[src/rtl/cpu_pkg.sv]
// Shared types and constants for the multi-cycle control sequencer.
package cpu_pkg;

  // FSM state encoding, also exported on state_o for debug
  typedef enum logic [2:0] {
    ST_IDLE   = 3'd0,
    ST_FETCH  = 3'd1,
    ST_DECODE = 3'd2,
    ST_EXEC   = 3'd3,
    ST_MEM    = 3'd4,
    ST_WB     = 3'd5,
    ST_TRAP   = 3'd6
  } state_e;

  // Instruction class captured in DECODE
  typedef enum logic [1:0] {
    CLS_R     = 2'd0,
    CLS_I     = 2'd1,
    CLS_LOAD  = 2'd2,
    CLS_STORE = 2'd3
  } inst_class_e;

  // Supported major opcodes, inst[6:0]
  localparam logic [6:0] OP_R     = 7'b0110011;
  localparam logic [6:0] OP_I     = 7'b0010011;
  localparam logic [6:0] OP_LOAD  = 7'b0000011;
  localparam logic [6:0] OP_STORE = 7'b0100011;

  // ALU operation select values
  localparam logic [1:0] ALU_ADD = 2'b00;
  localparam logic [1:0] ALU_R   = 2'b10;
  localparam logic [1:0] ALU_I   = 2'b11;

endpackage

[src/rtl/cpu_op_decode.sv]
// Combinational opcode classifier: opcode -> class, ALU select, legal flag.
module cpu_op_decode
  import cpu_pkg::*;
(
  input  logic [6:0]  opcode,
  output inst_class_e inst_class,
  output logic [1:0]  alu_op,
  output logic        legal
);

  // Map each supported opcode to its class; anything else is illegal
  always_comb begin
    inst_class = CLS_R;
    alu_op     = ALU_ADD;
    legal      = 1'b1;
    case (opcode)
      OP_R:     begin inst_class = CLS_R;     alu_op = ALU_R;   end
      OP_I:     begin inst_class = CLS_I;     alu_op = ALU_I;   end
      OP_LOAD:  begin inst_class = CLS_LOAD;  alu_op = ALU_ADD; end
      OP_STORE: begin inst_class = CLS_STORE; alu_op = ALU_ADD; end
      default:  legal = 1'b0;
    endcase
  end

endmodule

[src/rtl/cpu_seq_ctrl.sv]
// Multi-cycle control sequencer: FETCH/DECODE/EXEC/MEM/WB Moore FSM.
// Optional memory-wait watchdog enabled by defining CPU_SEQ_TMO_EN.
module cpu_seq_ctrl
  import cpu_pkg::*;
#(
  parameter int CNT_W = 32
`ifdef CPU_SEQ_TMO_EN
  , parameter int TMO_CYC = 16
`endif
) (
  input  logic             clk_i,
  input  logic             rst_i,
  input  logic             start_i,
  input  logic             halt_i,
  input  logic [6:0]       opcode_i,
  input  logic             mem_ready_i,
  output logic             pc_we_o,
  output logic             ir_we_o,
  output logic             reg_we_o,
  output logic [1:0]       alu_op_o,
  output logic             mem_req_o,
  output logic             mem_we_o,
  output logic             busy_o,
  output logic             illegal_o,
  output logic [2:0]       state_o,
  output logic [CNT_W-1:0] retired_o
);

  state_e           state_reg;
  inst_class_e      class_reg;
  logic [1:0]       alu_reg;
  logic             halt_reg;
  logic [CNT_W-1:0] retired_reg;

  inst_class_e dec_class;
  logic [1:0]  dec_alu;
  logic        dec_legal;
  logic        busy;
  logic        retire;
  logic        halt_pending;
  logic        tmo_hit;

  cpu_op_decode u_dec (
    .opcode     (opcode_i),
    .inst_class (dec_class),
    .alu_op     (dec_alu),
    .legal      (dec_legal)
  );

  assign busy         = (state_reg != ST_IDLE) && (state_reg != ST_TRAP);
  assign halt_pending = halt_reg | halt_i;
  assign retire       = (state_reg == ST_WB) ||
                        ((state_reg == ST_MEM) && (class_reg == CLS_STORE) && mem_ready_i);

`ifdef CPU_SEQ_TMO_EN
  localparam int TMO_W = $clog2(TMO_CYC + 1);
  logic [TMO_W-1:0] tmo_cnt_reg;
  logic             mem_wait;

  assign mem_wait = ((state_reg == ST_FETCH) || (state_reg == ST_MEM)) && !mem_ready_i;
  assign tmo_hit  = mem_wait && (tmo_cnt_reg == TMO_W'(TMO_CYC - 1));

  // Count consecutive memory-wait cycles; any ready or state change restarts it
  always_ff @(posedge clk_i) begin
    if (rst_i) begin
      tmo_cnt_reg <= '0;
    end else if (mem_wait && !tmo_hit) begin
      tmo_cnt_reg <= tmo_cnt_reg + TMO_W'(1);
    end else begin
      tmo_cnt_reg <= '0;
    end
  end
`else
  assign tmo_hit = 1'b0;
`endif

  // State sequencing, class capture, halt latch and retirement counter
  always_ff @(posedge clk_i) begin
    if (rst_i) begin
      state_reg   <= ST_IDLE;
      class_reg   <= CLS_R;
      alu_reg     <= ALU_ADD;
      halt_reg    <= 1'b0;
      retired_reg <= '0;
    end else begin
      if (busy) begin
        halt_reg <= halt_reg | halt_i;
      end
      // A retiring instruction either stops (clearing the latch) or
      // continues with no halt pending, so the latch ends up clear.
      if (retire) begin
        retired_reg <= retired_reg + CNT_W'(1);
        halt_reg    <= 1'b0;
      end
      case (state_reg)
        ST_IDLE: begin
          if (start_i) begin
            state_reg <= ST_FETCH;
            halt_reg  <= halt_i;
          end
        end
        ST_FETCH: begin
          if (mem_ready_i)  state_reg <= ST_DECODE;
          else if (tmo_hit) state_reg <= ST_TRAP;
        end
        ST_DECODE: begin
          if (dec_legal) begin
            class_reg <= dec_class;
            alu_reg   <= dec_alu;
            state_reg <= ST_EXEC;
          end else begin
            state_reg <= ST_TRAP;
          end
        end
        ST_EXEC: begin
          if ((class_reg == CLS_LOAD) || (class_reg == CLS_STORE)) state_reg <= ST_MEM;
          else                                                     state_reg <= ST_WB;
        end
        ST_MEM: begin
          if (mem_ready_i) begin
            if (class_reg == CLS_STORE) state_reg <= halt_pending ? ST_IDLE : ST_FETCH;
            else                        state_reg <= ST_WB;
          end else if (tmo_hit) begin
            state_reg <= ST_TRAP;
          end
        end
        ST_WB: begin
          state_reg <= halt_pending ? ST_IDLE : ST_FETCH;
        end
        default: begin
          state_reg <= ST_TRAP;
        end
      endcase
    end
  end

  // Moore decode of the enables; only ir_we and the store pc_we see mem_ready
  always_comb begin
    pc_we_o   = 1'b0;
    ir_we_o   = 1'b0;
    reg_we_o  = 1'b0;
    alu_op_o  = ALU_ADD;
    mem_req_o = 1'b0;
    mem_we_o  = 1'b0;
    case (state_reg)
      ST_FETCH: begin
        mem_req_o = 1'b1;
        ir_we_o   = mem_ready_i;
      end
      ST_EXEC: begin
        alu_op_o = alu_reg;
      end
      ST_MEM: begin
        mem_req_o = 1'b1;
        mem_we_o  = (class_reg == CLS_STORE);
        pc_we_o   = (class_reg == CLS_STORE) && mem_ready_i;
      end
      ST_WB: begin
        reg_we_o = 1'b1;
        pc_we_o  = 1'b1;
        alu_op_o = alu_reg;
      end
      default: ;
    endcase
  end

  assign busy_o    = busy;
  assign illegal_o = (state_reg == ST_TRAP);
  assign state_o   = state_reg;
  assign retired_o = retired_reg;

endmodule
[config.mk]
export PLATFORM = sky130hd
export DESIGN_NAME = cpu_seq_ctrl
export DESIGN_NICKNAME = d
export VERILOG_FILES = /design/src/rtl/cpu_pkg.sv /design/src/rtl/cpu_op_decode.sv /design/src/rtl/cpu_seq_ctrl.sv
export SDC_FILE = /design/constraint.sdc
export NUM_CORES = 1
export LEC_CHECK = 0
export ABC_AREA = 1
export CAP_MARGIN = 20
export CORE_ASPECT_RATIO = 1.25
export CORE_UTILIZATION = 50
export DETAILED_ROUTE_END_ITERATION = 12
export GPL_TIMING_DRIVEN = 0
export PLACE_DENSITY = 0.8
export SYNTH_ARGS = -nofsm -noshare
export SYNTH_HDL_FRONTEND = slang
export SYNTH_SLANG_ARGS = --single-unit
[constraint.sdc]
create_clock -name clk_i -period 1.7 [get_ports clk_i]
set_clock_uncertainty 0.05 [all_clocks]
set_input_delay 0.34 -clock clk_i [delete_from_list [all_inputs] [get_ports clk_i]]
set_output_delay 0.34 -clock clk_i [all_outputs]
set_load 0.02 [all_outputs]
==> flow_summary_export.csv <==
group,metric,value,unit
clock_tree,cts-root-buf,"clkbuf_8",
yosys,synth-compound-area-share,0.101,
floorplanning,dieArea,5070,sq um
power_and_ir_drop,pwr-share-seq,0.418,
sta,maxSlewViolCount,0,
route,drt.antenna.violating_nets,0,
final_layout,syn_to_final_growth,33.7,%
sta,worst_slack,-0.00602,ns
yosys,synth_top_family_by_area,"simple AND/OR/NAND/NOR gates",
outcome,status,"finished, violations left",
yosys,netlist_area,2390,sq um
floorplanning,core,4490,sq um
power_and_ir_drop,internal_power,1650,uW
clock_tree,h-tree-depth,2,
outcome,violations,"setup timing",
power_and_ir_drop,pwr-share-clk,0.232,
worst_setup_path,r2r_setup_slack,0.10,ns
global_route,grt_overflow,0,
sta,hold_violations,0,
yosys,synthMuxAreaShare,0,
sta,final_min_period_over_clock_period,1.00,
sta,max_freq,0.586,GHz
floorplanning,rows,27,
global_route,grt_pass1_vias,2325,
yosys,yosys.area_share.simple,0.449,
clock_tree,ctsHoldBuffers,0,
clock_tree,cts_buffer_depth,2,
yosys,syn_avg_cell_area,6.41,sq um
final_layout,drive_above_1_share,0.167,
clock_tree,numCtsBuffers,5,
place,dp_hpwl,4580,microns
min_path,hp-start,"retired_o[0]$_SDFFE_PP0N_",
global_route,grt_max_degree,12,
sta,setup_tns,-0.00602,ns
floorplanning,ios,56,
worst_setup_path,path_max_fanout,8,
clock_tree,cts.sinks,40,
power_and_ir_drop,swShare,0.367,
power_and_ir_drop,combPwrFrac,0.349,
clock_tree,cts_tree,"done",
final_layout,fin_nets,461,
min_path,hold-path-endpoint,"retired_o[0]$_SDFFE_PP0N_",
power_and_ir_drop,ir_drop,0.825,mV
place,port_buffers,54,
worst_setup_path,r2r-end,"retired_o[20]$_SDFFE_PP0N_",
final_layout,fillCellCount,405,
clock_tree,clkSlewWorstSetupHoldPaths,0.08,ns
route,first_pass_iters,4,
global_route,grt_pass1_wl,10200,microns
yosys,synth_top_area_frac,0.335,
sta,worst_slew_pin_slew,0.516,ns
worst_setup_path,worstPathRequired,1.31,ns
worst_setup_path,criticalPathCategory,"reg2out",
sta,setup_violations,1,
yosys,yosysSeqAreaShare,0.335,
final_layout,largest_register_ff_count,32,
yosys,synthXorXnorAreaFrac,0,
yosys,synthCells,373,
route,vias,2576,
yosys,ys_ff_latch,40,
worst_setup_path,reg2reg_depth,8,
worst_setup_path,reg2reg_from,"retired_o[0]$_SDFFE_PP0N_",
min_path,hold_path_class,"reg2reg",
power_and_ir_drop,p_sw,958,uW
yosys,synth_fa_ha_area_frac,0.00523,
power_and_ir_drop,p_per_area,815,nW/um^2
floorplanning,die_x,63.9,microns
place,place_congestion,0.916,
route,wl_per_cell,12.5,microns
flow_run,max_cap_viol_count,0,
worst_setup_path,endpoint_kind,"output port",
final_layout,final_common_cell,"nand2_1",
place,preCtsSetupSlack,-0.854,ns
sta,relSlewSlack,0.656,
worst_setup_path,cp.arrival,1.32,ns
min_path,hold_path_depth,1,
power_and_ir_drop,p_leak,0.00155,uW
route,vias_per_cell,5.09,
final_layout,final_cell_mix,"nand2_1, inv_1, nor2_1",
yosys,ys_warn_count,0,
sta,rsz0062_at_grt,"true",
floorplanning,start_util,0.532,
yosys,synth_nets,386,
route,drt-total-wl,6320,microns
global_route,antenna_found_initial,0,
clock_tree,clock_latency,0.30,ns
sta,post-route-min-period,1.71,ns
yosys,synthDistinctLibCells,30,
floorplanning,die_h,79.3,microns
route,drtIter0Drc,162,
yosys,synthTopCellsByArea,"dfxtp_1, nand2_1, inv_1",
yosys,synth_area_leader_cell,"dfxtp_1",
global_route,track_usage,0.259,
final_layout,antenna_cells,0,
worst_setup_path,start_kind,"flop",
route,route.detailed.drc,0,
## critical path: stages, from the launching register on
cell and delay, ns:
dfxtp_4 0.39, nor2_4 0.13, nand2_4 0.09, o21ai_4 0.14, buf_6 0.14, buf_6 0.11
## power by group through the flow
| stage | sequential [uW] | combinational (uW) | clock (uW) |
|---|---|---|---|
| after floorplan | 1120 | 477 | 0 |
| after CTS | 1090 | 801 | 621 |
| after global routing | 1100 | 996 | 654 |
| after global placement | 1100 | 790 | 0 |
| final | 1090 | 911 | 606 |
| after detailed placement | 1100 | 791 | 0 |
## final cells by class
type / count / area, sq um / share of cell area
Multi-Input combinational cell: 267 / 1390 / 0.433
Sequential cell: 40 / 817 / 0.255
Timing Repair Buffer: 67 / 576 / 0.180
Inverter: 61 / 234 / 0.0731
Clock buffer: 6 / 72.6 / 0.0227
Tap cell: 58 / 72.6 / 0.0227
Buffer: 6 / 37.5 / 0.0117
Clock inverter: 1 / 5.00 / 0.00156
## per-layer routing
metal	GRT usage	share of wire	routed length, microns
met2	0.455	0.50	3140
met5	0	0	0
met4	0.145	0.036	226
met3	0.0417	0.048	306
met1	0.294	0.42	2640
## cells by family (layout without fill, tap and decap cells)
group	after synthesis	after routing
AO/OA/AOI/OAI	45	45
adder cells (fa/ha/maj)	1	1
flip-flops	40	40
buffers and inverters	67	141
AND/OR/NAND/NOR	220	221
## repair_timing
action                                 4_1_cts  5_1_grt
gates resized for setup                     75       21
setup buffers                                4        9
pin swaps                                    4        5
cloned                                       0        1
setup endpoints to repair                   43       27
endpoints found under the hold margin        0        0
## metrics by stage
| step | util | area [sq um] | power [uW] | hold slack [ns] | cells |
|---|---|---|---|---|---|
| after floorplan | - | 2390 | 1600 | 0.395 | 373 |
| after global placement | 0.669 | 3010 | 1890 | 0.401 | 485 |
| after detailed placement | 0.669 | 3010 | 1890 | 0.410 | 485 |
| after CTS | 0.687 | 3090 | 2510 | 0.422 | 496 |
| after global routing | 0.712 | 3200 | 2750 | 0.453 | 506 |
| final | 0.712 | 3200 | 2610 | 0.425 | 506 |
## cell usage after synthesis, drive strengths merged
cell type and n:
nor3 10, nand3 34, nor3b 4, nand3b 1
ha 1, a211oi 1, inv 60, dfxtp 40
nor2 70, clkbuf 3, buf 3, clkinv 1
or2 1, a21oi 23, and3 1, nand2 89
o21ai 20, o21a 1, nand4 10
## how the worst max path moves through the flow
stage / cells past startpoint / from / to
4_1_cts: 5 / state_o[0]$_SDFFE_PP0P_ / pc_we_o
6_report: 5 / state_o[0]$_SDFFE_PP0P_ / pc_we_o
2_1_floorplan: 4 / state_o[2]$_SDFFE_PP0P_ / alu_op_o[0]
3_5_place_dp: 5 / mem_ready_i / pc_we_o
3_3_place_gp: 5 / mem_ready_i / pc_we_o
5_1_grt: 5 / state_o[1]$_SDFFE_PP0P_ / pc_we_o
Note: power is estimated with default switching activity, not from simulation.
